File: src/rtl/mult_booth_ctrl_if.sv
// Start/operand and result/status bundle between a requester and the Booth multiplier.
interface mult_booth_ctrl_if #(
  parameter int WIDTH = 32
);
  logic             ctrl_MULT;
  logic [WIDTH-1:0] data_operandA;
  logic [WIDTH-1:0] data_operandB;
  logic [WIDTH-1:0] data_result;
  logic             data_exception;
  logic             data_resultRDY;
  logic             busy;

  modport master (
    output ctrl_MULT, data_operandA, data_operandB,
    input  data_result, data_exception, data_resultRDY, busy
  );

  modport slave (
    input  ctrl_MULT, data_operandA, data_operandB,
    output data_result, data_exception, data_resultRDY, busy
  );
endinterface

File: src/rtl/mult_booth_ctrl.sv
// Radix-4 Booth sequential signed multiplier: one adder reused over WIDTH/2 steps.
// Start at edge k gives a one-cycle RDY after edge k+WIDTH/2; a new start always restarts.
module mult_booth_ctrl #(
  parameter int WIDTH = 32
) (
  input logic              clock,
  input logic              reset,
  mult_booth_ctrl_if.slave bus
);
  localparam int STEPS = WIDTH / 2;
  localparam int PW    = 2 * WIDTH + 3;
  localparam int CW    = (STEPS > 1) ? $clog2(STEPS) : 1;

  typedef enum logic [1:0] {IDLE, RUN, DONE} state_t;

  state_t           state_q, state_d;
  logic [CW-1:0]    cnt_q, cnt_d;
  logic [WIDTH-1:0] mcand_q, mcand_d;
  logic [PW-1:0]    prod_q, prod_d;
  logic [WIDTH-1:0] result_q, result_d;
  logic             exc_q, exc_d;

  logic [WIDTH+1:0] a_ext;
  logic [WIDTH+1:0] addend;
  logic [WIDTH+1:0] upper_sum;
  logic [PW-1:0]    prod_step;
  logic [WIDTH:0]   hi_bits;
  logic             last_step;

  // Product register layout: {upper[WIDTH+1:0], lower[WIDTH-1:0], q_-1}.
  always_comb begin
    a_ext = {{2{mcand_q[WIDTH-1]}}, mcand_q};
    addend = '0;
    case (prod_q[2:0])
      3'b001, 3'b010: addend = a_ext;
      3'b011:         addend = a_ext << 1;
      3'b100:         addend = -(a_ext << 1);
      3'b101, 3'b110: addend = -a_ext;
      default:        addend = '0;
    endcase
    upper_sum = prod_q[PW-1:WIDTH+1] + addend;
    prod_step = $signed({upper_sum, prod_q[WIDTH:0]}) >>> 2;
    // Product bit i sits at prod_step[i+1] after the final shift.
    hi_bits   = prod_step[2*WIDTH:WIDTH];
    last_step = (cnt_q == CW'(STEPS - 1));
  end

  always_comb begin
    state_d  = state_q;
    cnt_d    = cnt_q;
    mcand_d  = mcand_q;
    prod_d   = prod_q;
    result_d = result_q;
    exc_d    = exc_q;
    if (bus.ctrl_MULT) begin
      state_d = RUN;
      cnt_d   = '0;
      mcand_d = bus.data_operandA;
      prod_d  = {{(WIDTH + 2){1'b0}}, bus.data_operandB, 1'b0};
    end else begin
      case (state_q)
        RUN: begin
          prod_d = prod_step;
          cnt_d  = cnt_q + CW'(1);
          if (last_step) begin
            state_d  = DONE;
            cnt_d    = '0;
            result_d = prod_step[WIDTH:1];
            exc_d    = (|hi_bits) && !(&hi_bits);
          end
        end
        DONE:    state_d = IDLE;
        default: state_d = IDLE;
      endcase
    end
  end

  always_ff @(posedge clock or posedge reset) begin
    if (reset) begin
      state_q  <= IDLE;
      cnt_q    <= '0;
      mcand_q  <= '0;
      prod_q   <= '0;
      result_q <= '0;
      exc_q    <= 1'b0;
    end else begin
      state_q  <= state_d;
      cnt_q    <= cnt_d;
      mcand_q  <= mcand_d;
      prod_q   <= prod_d;
      result_q <= result_d;
      exc_q    <= exc_d;
    end
  end

  assign bus.data_result    = result_q;
  assign bus.data_exception = exc_q;
  assign bus.data_resultRDY = (state_q == DONE);
  assign bus.busy           = (state_q == RUN);
endmodule

File: src/flat_wrapper.sv
// flat-port wrapper written by rule: the top's interface ports become plain ports
module mult_booth_ctrl_flat 
#(
  parameter int WIDTH = 32
)
  (clock, reset, bus_ctrl_MULT, bus_data_operandA, bus_data_operandB, bus_data_result, bus_data_exception, bus_data_resultRDY, bus_busy);
  mult_booth_ctrl_if #(.WIDTH(WIDTH)) bus_i ();
  input logic clock;
  input logic reset;
  input wire logic [$bits(bus_i.ctrl_MULT)-1:0] bus_ctrl_MULT;
  input wire logic [$bits(bus_i.data_operandA)-1:0] bus_data_operandA;
  input wire logic [$bits(bus_i.data_operandB)-1:0] bus_data_operandB;
  output wire logic [$bits(bus_i.data_result)-1:0] bus_data_result;
  output wire logic [$bits(bus_i.data_exception)-1:0] bus_data_exception;
  output wire logic [$bits(bus_i.data_resultRDY)-1:0] bus_data_resultRDY;
  output wire logic [$bits(bus_i.busy)-1:0] bus_busy;
  assign bus_i.ctrl_MULT = bus_ctrl_MULT;
  assign bus_i.data_operandA = bus_data_operandA;
  assign bus_i.data_operandB = bus_data_operandB;
  assign bus_data_result = bus_i.data_result;
  assign bus_data_exception = bus_i.data_exception;
  assign bus_data_resultRDY = bus_i.data_resultRDY;
  assign bus_busy = bus_i.busy;
  mult_booth_ctrl #(.WIDTH(WIDTH)) u_core (.clock(clock), .reset(reset), .bus(bus_i));
endmodule
File: config.mk
export PLATFORM = sky130hd
export DESIGN_NAME = mult_booth_ctrl_flat
export DESIGN_NICKNAME = d
export VERILOG_FILES = /design/src/rtl/mult_booth_ctrl_if.sv /design/src/rtl/mult_booth_ctrl.sv /design/src/flat_wrapper.sv
export SDC_FILE = /design/constraint.sdc
export NUM_CORES = 1
export LEC_CHECK = 0
export CAP_MARGIN = 20
export CORE_UTILIZATION = 43
export CTS_BUF_LIST = sky130_fd_sc_hd__clkbuf_8
export DETAILED_ROUTE_END_ITERATION = 7
export PLACE_DENSITY = 0.71
export SLEW_MARGIN = 20
export SYNTH_ARGS = -nofsm -noshare
export SYNTH_HDL_FRONTEND = slang
export SYNTH_SLANG_ARGS = --single-unit
File: constraint.sdc
create_clock -name clock -period 5.26 [get_ports clock]
set_input_delay 1.052 -clock clock [delete_from_list [all_inputs] [get_ports clock]]
set_output_delay 1.052 -clock clock [all_outputs]
set_load 0.02 [all_outputs]
# Word level (Yosys, flattened, before mapping)
# Cells that the tools add are included.
# classes
add_sub_neg	4
n_eq_ne	10
n_mux	9
bitwise	1
reduce_logical	8
# op_table
operator	n
case mux 34 bit (4 select lines)	1
2-to-1 mux 67 bit	2
negation 34 bit	2
adder 34 bit	1
AND reduction 33 bit	1
OR reduction 33 bit	1
2-to-1 mux 4 bit	3
== test 3 bit, second input constant	3
== test 3 x 2 -> 1 bit, second input constant	2
2-to-1 mux 2 bit	3
adder 4 x 1 -> 4 bit, second input constant	1
== test 4 bit, second input constant	1
OR reduction 2 bit	2
== test 3 x 1 -> 1 bit, second input constant	1
!= test 3 x 2 -> 1 bit, second input constant	1
AND reduction 3 bit	1
== test 2 x 1 -> 1 bit, second input constant	1
== test 2 bit, second input constant	1
nonzero test 2 bit	1
logical AND 1 bit	1
zero test 1 bit	1
NOT 1 bit	1
# word_totals
reg_bits	138
input_bits	67
output_inout_bits	35
word_cells	38

# Longest topological paths before layout
# logic_depth
depth_word	7
depth_mapped	23
ltp_nobuf	22

# Worst setup path after synthesis
# No wires, ideal clock.
# synth_path
kind	reg-to-reg
start	register u_core.mcand_q[2]
end	register u_core.exc_q (netlist: u_core.bus.data_exception)
setup_time_ps	121
t_arrival_ps	4839
t_required_ps	5139
setup_slack_ps	300
stages_incl_launch_ff	21
path_buffers	0
period_less_slack_ps	4960
cell_sequence	dfrtp_1 or3_4 or3_4 nor3_4 nand3_1 or3_4 or3_4 nand2_2 xnor2_1 a22oi_1 o21ai_1 ha_1 and4_1 nand3_1 or4_1 o221a_2 xnor2_1 nor4bb_1 and4_1 and4_4 nor3_2
# synth_between
elab_chain_len	6
word_cells_on_any_way	8
classes_between	3 x add/sub; 1 x mux; 4 x reduce/logical
# synth_rtl
element	line_no	rtl
start, declared	mult_booth_ctrl.sv:18	logic [WIDTH-1:0] mcand_q, mcand_d;
start signal, assigned	mult_booth_ctrl.sv:89	mcand_q <= mcand_d;
negation 34 bit, on equally long branches	mult_booth_ctrl.sv:38, mult_booth_ctrl.sv:37	
case mux 34 bit (4 select lines) (*)	mult_booth_ctrl.sv:34	case (prod_q[2:0])
adder 34 bit (*)	mult_booth_ctrl.sv:41	upper_sum = prod_q[PW-1:WIDTH+1] + addend;
AND reduction 33 bit	mult_booth_ctrl.sv:69	exc_d = (|hi_bits) && !(&hi_bits);
zero test 1 bit	mult_booth_ctrl.sv:69	
logical AND 1 bit (*)	mult_booth_ctrl.sv:69	
end signal, assigned	mult_booth_ctrl.sv:85	exc_q <= 1'b0;
end signal, assigned	mult_booth_ctrl.sv:92	exc_q <= exc_d;
end, declared	mult_booth_ctrl.sv:21	logic exc_q, exc_d;
# Mark *: on every way between the ends. The rest lies on a longest branch, timed or not.
# A chain may end at the register's enable or synchronous reset.

# Worst setup path in the final report
# layout_path
start	register u_core.mcand_q[1]
end	register u_core.exc_q (netlist: u_core.bus.data_exception)
# The elaborated chain is that of the path after synthesis.

==> results.toml <==
[timing]
setup-violations-final = 0
fmax_mhz = 191.6
drv_slew = 0
holdWs_ns = 0.5122
post-route-period-util_pct = 99.21
maxSlewHeadroom_pct = 29.28
tightest_slew_ns = 1.048
period_needed_ns = 5.218
finalClockSkew_ns = 0.01988
fin_tns_setup_ns = 0
rsz0062_at_grt = "true"
hold_viol = 0

[die]
start_util_pct = 43.95
die-area_um2 = 22980
die_x_um = 151.6
core_um2 = 21890
io_pins = 102
num_rows = 54
chipHeight_um = 151.6

[hold_path]
hold_class = "register to register"
hold-path-endpoint = "u_core.bus.data_result[12]"
hold_start = "u_core.bus.data_result[12]"
whs_path_depth = 1

[grt]
grt_start_max_net_pins = 111
grt_pass1_wl_mm = 42.29
antenna_found_initial = 0
grt_usage_pct = 23.39
overflow = 0
grt_pass1_vias = 8341

[synthesis]
netlist.area_leader.share_pct = 35.38
synthAdderAreaFrac_pct = 4.760
synth_top_family_by_area = "simple AND/OR/NAND/NOR gates"
yosys.area_share.simple_pct = 20.05
yosysWarningCount = 0
async_flop_share_pct = 100.0
yosysSeqAreaShare_pct = 35.38
synthCells = 1098
synth-xor-area-share_pct = 5.449
ys_ff_latch = 136
syn_area_um2 = 9620
synth_edf_count = 0
yosys_most_used_dff = "dfrtp_1"
syn_nets = 1201
muxShareOfSynthArea_pct = 10.79
synth_compound_area_share_pct = 19.95
synth_top_cell_by_area = "dfrtp_1"
synth.distinct_cells = 87
avgSynthCellArea_um2 = 8.762
synth_area_leaders = "dfrtp_1 (35%), mux2_2 (7.3%), nand2_1 (6.7%)"

[place]
place.gp.congestion = 0.9137
portBuffers = 101
place_area_um2 = 11070
place_inst = 1459
hpwl_mm = 18.90

[finish]
diodes = 0
stdcell_area_um2 = 11610
syn_to_final_growth_pct = 20.65
fillCellCount = 2036
layout-drive-gt1-share_pct = 16.53
multi_input_area_um2 = 5964
finalNonFillerCells = 1496
nets = 1306
register_area_um2 = 3403

[flow_run]
cap_viol_max_count = 0

[pwr]
combPwrFrac_pct = 49.6
p_sw_share_pct = 42.45
clock_power_share_pct = 20.1
power.share.sequential_pct = 30.4
total_leakage_power_nw = 5.064
power.switching_mw = 1.892
power_density_nw_per_um2 = 383.9
p_int_mw = 2.564
ir_worst_vdd_mv = 0.2149

[worst_setup_path]
crit_fanout = 7
cp-end-kind = "register"
crit_path_start_kind = "register"
cp_top_family = "simple AND/OR/NAND/NOR gates"
r2r_start = "u_core.mcand_q[1]"
cpPeakStageDelay_ns = 0.49
worstPathRequired_ns = 5.60
path_depth = 20
startpoint = "u_core.mcand_q[1]"
cpMostUsedCell = "or3_4"
cp_cell_sequence = "or3_4 > or3_4 > nor3_4 > nand3_1 > or3_4 > or3_4 > nand2_2 > xnor2_1 > a22oi_1 > o21ai_1 > ha_1 > o21ai_0 > o21ai_1 > and3_1 > o41a_4 > or4b_1 > nand3_1 > and4_1 > and4_4 > nor3_2"
arrival_ns = 5.56
cpMaxStageDelayCell = "o41a_4"
rr_endpoint = "u_core.bus.data_exception"
crit_buf_inv = 0
r2r_slack_ns = 0.04
rr_worst_depth = 20
critPathKind = "register to register"

[cts]
h-tree-depth = 4
cts.path.max_buffers = 2
cts_tree = "done"
clk_latency_ns = 0.46
numCtsBuffers = 17
cts_root_buf = "clkbuf_8"
hold_buffers = 0
clk_pin_slew_ns = 0.09
clock_sink_count = 136

[detailed_routing]
via_per_inst = 5.838
routedWlPerCell_um = 17.65
drt_iter0_drc = 534
drcViolationCount = 0
ant_nets = 0
first_pass_iters = 5
routed_wl_mm = 26.40
vias = 8733

[status]
status = "completed"
-- metal layers --
| layer | share of wire, % | up-vias | GRT usage [%] |
|---|---|---|---|
| met5 | 0 | - | 0 |
| li1 | - | 4191 | - |
| met1 | 44 | 4236 | 29.56 |
| met3 | 6.2 | 33 | 5.329 |
| met2 | 48 | 273 | 39.29 |
| met4 | 1.9 | 0 | 7.723 |
-- area by class of cell --
type	instances	area share (%)
well taps	280	3.018
flip-flops and latches	136	29.32
clock inverters	14	1.347
inverters	13	0.4851
clock buffers	18	2.134
repair buffers	157	12.31
multi-input cells	878	51.39
-- layout by cell type (no fill, tap or decap), types with 8 or more instances in the layout --
master,count
nor2_1,82
mux2_2,62
nor3_1,26
clkdlybuf4s50_1,100
dfrtp_1,136
and3_1,8
a211oi_1,9
ha_1,32
clkbuf_8,18
xnor2_1,32
mux2i_1,34
o211ai_1,11
xor2_1,23
o21ai_0,91
o22ai_1,8
buf_4,57
or3_1,9
nand3_1,25
a22oi_1,10
nand2_1,173
a21oi_1,74
o221ai_1,14
inv_1,11
-- logic make-up (layout without fill, tap and decap cells) --
| kind of cell | Yosys count | in the layout |
|---|---|---|
| compound gates | 290 | 290 |
| mux | 96 | 96 |
| fa+ha+maj | 36 | 36 |
| buf+inv | 84 | 202 |
| flops | 136 | 136 |
| xor+xnor | 59 | 59 |
| simple gates | 397 | 397 |
-- metrics by stage --
| step | worst slack [ns] | utilization (%) | power [mW] |
|---|---|---|---|
| after detailed placement | 0.02190 | 50.59 | 3.472 |
| after global placement | 0.09001 | 50.59 | 3.444 |
| after global routing | -0.2098 | 53.02 | 4.759 |
| after floorplan | 0.2996 | - | 2.879 |
| after CTS | 0.02215 | 52.47 | 4.389 |
| final | 0.04175 | 53.02 | 4.456 |
-- power by group through the flow --
stage	Clock, mW	Sequential, mW	Combinational, mW
floorplan	0	1.31	1.56
finish	0.893	1.35	2.21
CTS	0.916	1.35	2.12
detailed placement	0	1.37	2.10
global route	0.954	1.38	2.43
global placement	0	1.36	2.08
-- synth_stat cells, types with 4 or more instances --
library cell,count
nand2_1,173
dfrtp_1,136
o21ai_0,93
nor2_1,82
a21oi_1,74
mux2_2,62
clkbuf_1,53
ha_1,35
xnor2_1,35
mux2i_1,34
nor3_1,26
nand3_1,25
xor2_1,23
o221ai_1,14
inv_1,13
o211ai_1,11
a22oi_1,10
or3_1,10
a211oi_1,9
and3_1,8
and4_1,8
buf_2,8
nor4_1,8
o22ai_1,8
a21o_1,7
nor2b_1,7
a2bb2oi_1,6
buf_1,6
nand4_1,6
a211o_1,5
nand2b_1,5
or4_1,5
a21oi_2,4
a221oi_1,4
and2_1,4
or3_4,4
-- how the worst max path moves through the flow --
stage,to
2_1_floorplan,u_core.bus.data_exception
3_3_place_gp,u_core.bus.data_exception
3_5_place_dp,u_core.bus.data_exception
4_1_cts,u_core.bus.data_exception
5_1_grt,u_core.bus.data_exception
6_report,u_core.bus.data_exception
-- registers in the layout, indices dropped and copies added, names as in the netlist --
register                   cells
u_core.state_q                 2
u_core.cnt_q                   4
u_core.mcand_q                32
u_core.prod_q                 65
u_core.bus.data_exception      1
u_core.bus.data_result        32
-- repair_timing --
action | 4_1_cts | 5_1_grt
buffers inserted | 1 | 4
pin swaps | 1 | 4
resized for setup | 0 | 18
setup endpoints to repair | 1 | 8
No activity file was read; power rests on OpenSTA's default activity.
==> RTL edit: new RTL, same settings <==
Remove the case item `3'b100` of the case on `prod_q[2:0]`.
--- a/src/rtl/mult_booth_ctrl.sv
+++ b/src/rtl/mult_booth_ctrl.sv
@@ -34,7 +34,6 @@
     case (prod_q[2:0])
       3'b001, 3'b010: addend = a_ext;
       3'b011:         addend = a_ext << 1;
-      3'b100:         addend = -(a_ext << 1);
       3'b101, 3'b110: addend = -a_ext;
       default:        addend = '0;
     endcase
Check against the original RTL: no difference found for any inputs over 10 cycles, from zero or initial values and one cycle with reset high; that may be too few to reach the edited logic, so the function may still have changed.
==> RTL edit against the original RTL <==
The flow now finishes with violations (setup timing); routed wire length is 10% lower; sequential cell count is the same; largest power group unchanged; synthesized cell count fell by 12%; design area is 2.6% lower; sequential power shrank 4%; via count is 9.5% lower; total power fell by 12%; setup slack lost 0.15 ns; area after synthesis fell by 9.0%.
==> RTL edit: results <==
metrics = {
    "worst_hold_path": {
        "worstHoldEndpoint": "u_core.bus.data_result[18]",
    },
    "critical_path": {
        "crit_slowest_cell": "sky130_fd_sc_hd__or4_4",
        "cp-startpoint": "u_core.mcand_q[7]",
        "critical_path_fanout_max": 3,
    },
    "layout": {
        "layout.buffer.nonclock.area_share_pct": 16.2,
        "seq_cells": 136,
        "multi_input_comb_area_mm2": 0.00532,
        "drive_above_1_share_pct": 22.9,
        "clock_buffer_instance_count_of_the_final_layout": 17,
        "clock_area_share_pct": 3.31,
        "seq_area_share_pct": 30.1,
        "final_cells": 1411,
    },
    "detailed_routing": {
        "routed_wire_length_per_instance_um": 16.8,
        "drt_iter0_drc": 465,
        "route.vias.total": 7904,
    },
    "power": {
        "power.ir.vdd_worst_mv": 0.209,
        "power.density_cell_area_mw_per_mm2": 345,
        "sequential_cell_fraction_of_total_power_pct": 33.1,
    },
    "outcome": {
        "run_status": "complete, but fails checks",
        "violations": "setup timing",
    },
    "synthesis": {
        "synth_compound_area_share_pct": 18.5,
        "library_cells_used_by_synthesis": 72,
        "synth.top_cells.by_count": "sky130_fd_sc_hd__nand2_1 (153), sky130_fd_sc_hd__dfrtp_1 (136), sky130_fd_sc_hd__o21ai_0 (88), sky130_fd_sc_hd__a21oi_1 (72), sky130_fd_sc_hd__mux2_2 (62)",
        "muxShareOfSynthArea_pct": 12.0,
        "avgSynthCellArea_um2": 9.10,
    },
    "sta": {
        "setup_viol": 1,
        "finalWorstSetupSlack_ns": -0.106,
        "worst_hold_slack_ns": 0.513,
    },
    "placed_design": {
        "placed_cell_area_mm2": 0.0106,
        "gp_congestion": 0.937,
        "hpwlAfterDp_mm": 16.8,
    },
    "grt": {
        "vias_in_the_first_global_route": 7622,
        "globalRouteMet2Util_pct": 37.3,
        "gr-usage-met1_pct": 28.8,
        "global_route.usage.total_pct": 23.2,
    },
}
==> RTL edit: cell types whose count changed after synthesis, moves of 7 or more <==
cell / unedited run / this run
sky130_fd_sc_hd__a21o_1: 7 / 20
sky130_fd_sc_hd__a22oi_1: 10 / 2
sky130_fd_sc_hd__nand4_1: 6 / 13
sky130_fd_sc_hd__nor2_1: 82 / 46
sky130_fd_sc_hd__o211ai_1: 11 / 4
sky130_fd_sc_hd__xnor2_1: 35 / 17
sky130_fd_sc_hd__o22ai_1: 8 / 0
sky130_fd_sc_hd__nand3_1: 25 / 14
sky130_fd_sc_hd__nor3_1: 26 / 17
sky130_fd_sc_hd__o21a_1: 2 / 11
sky130_fd_sc_hd__buf_2: 8 / 1
sky130_fd_sc_hd__nand2_1: 173 / 153
==> RTL edit: repair_timing <==
item,in CTS,in global routing
setup buffers,4,3
endpoints found under the setup margin,3,4
hold buffers,0,0
pin swaps,16,25
resized for setup,18,35
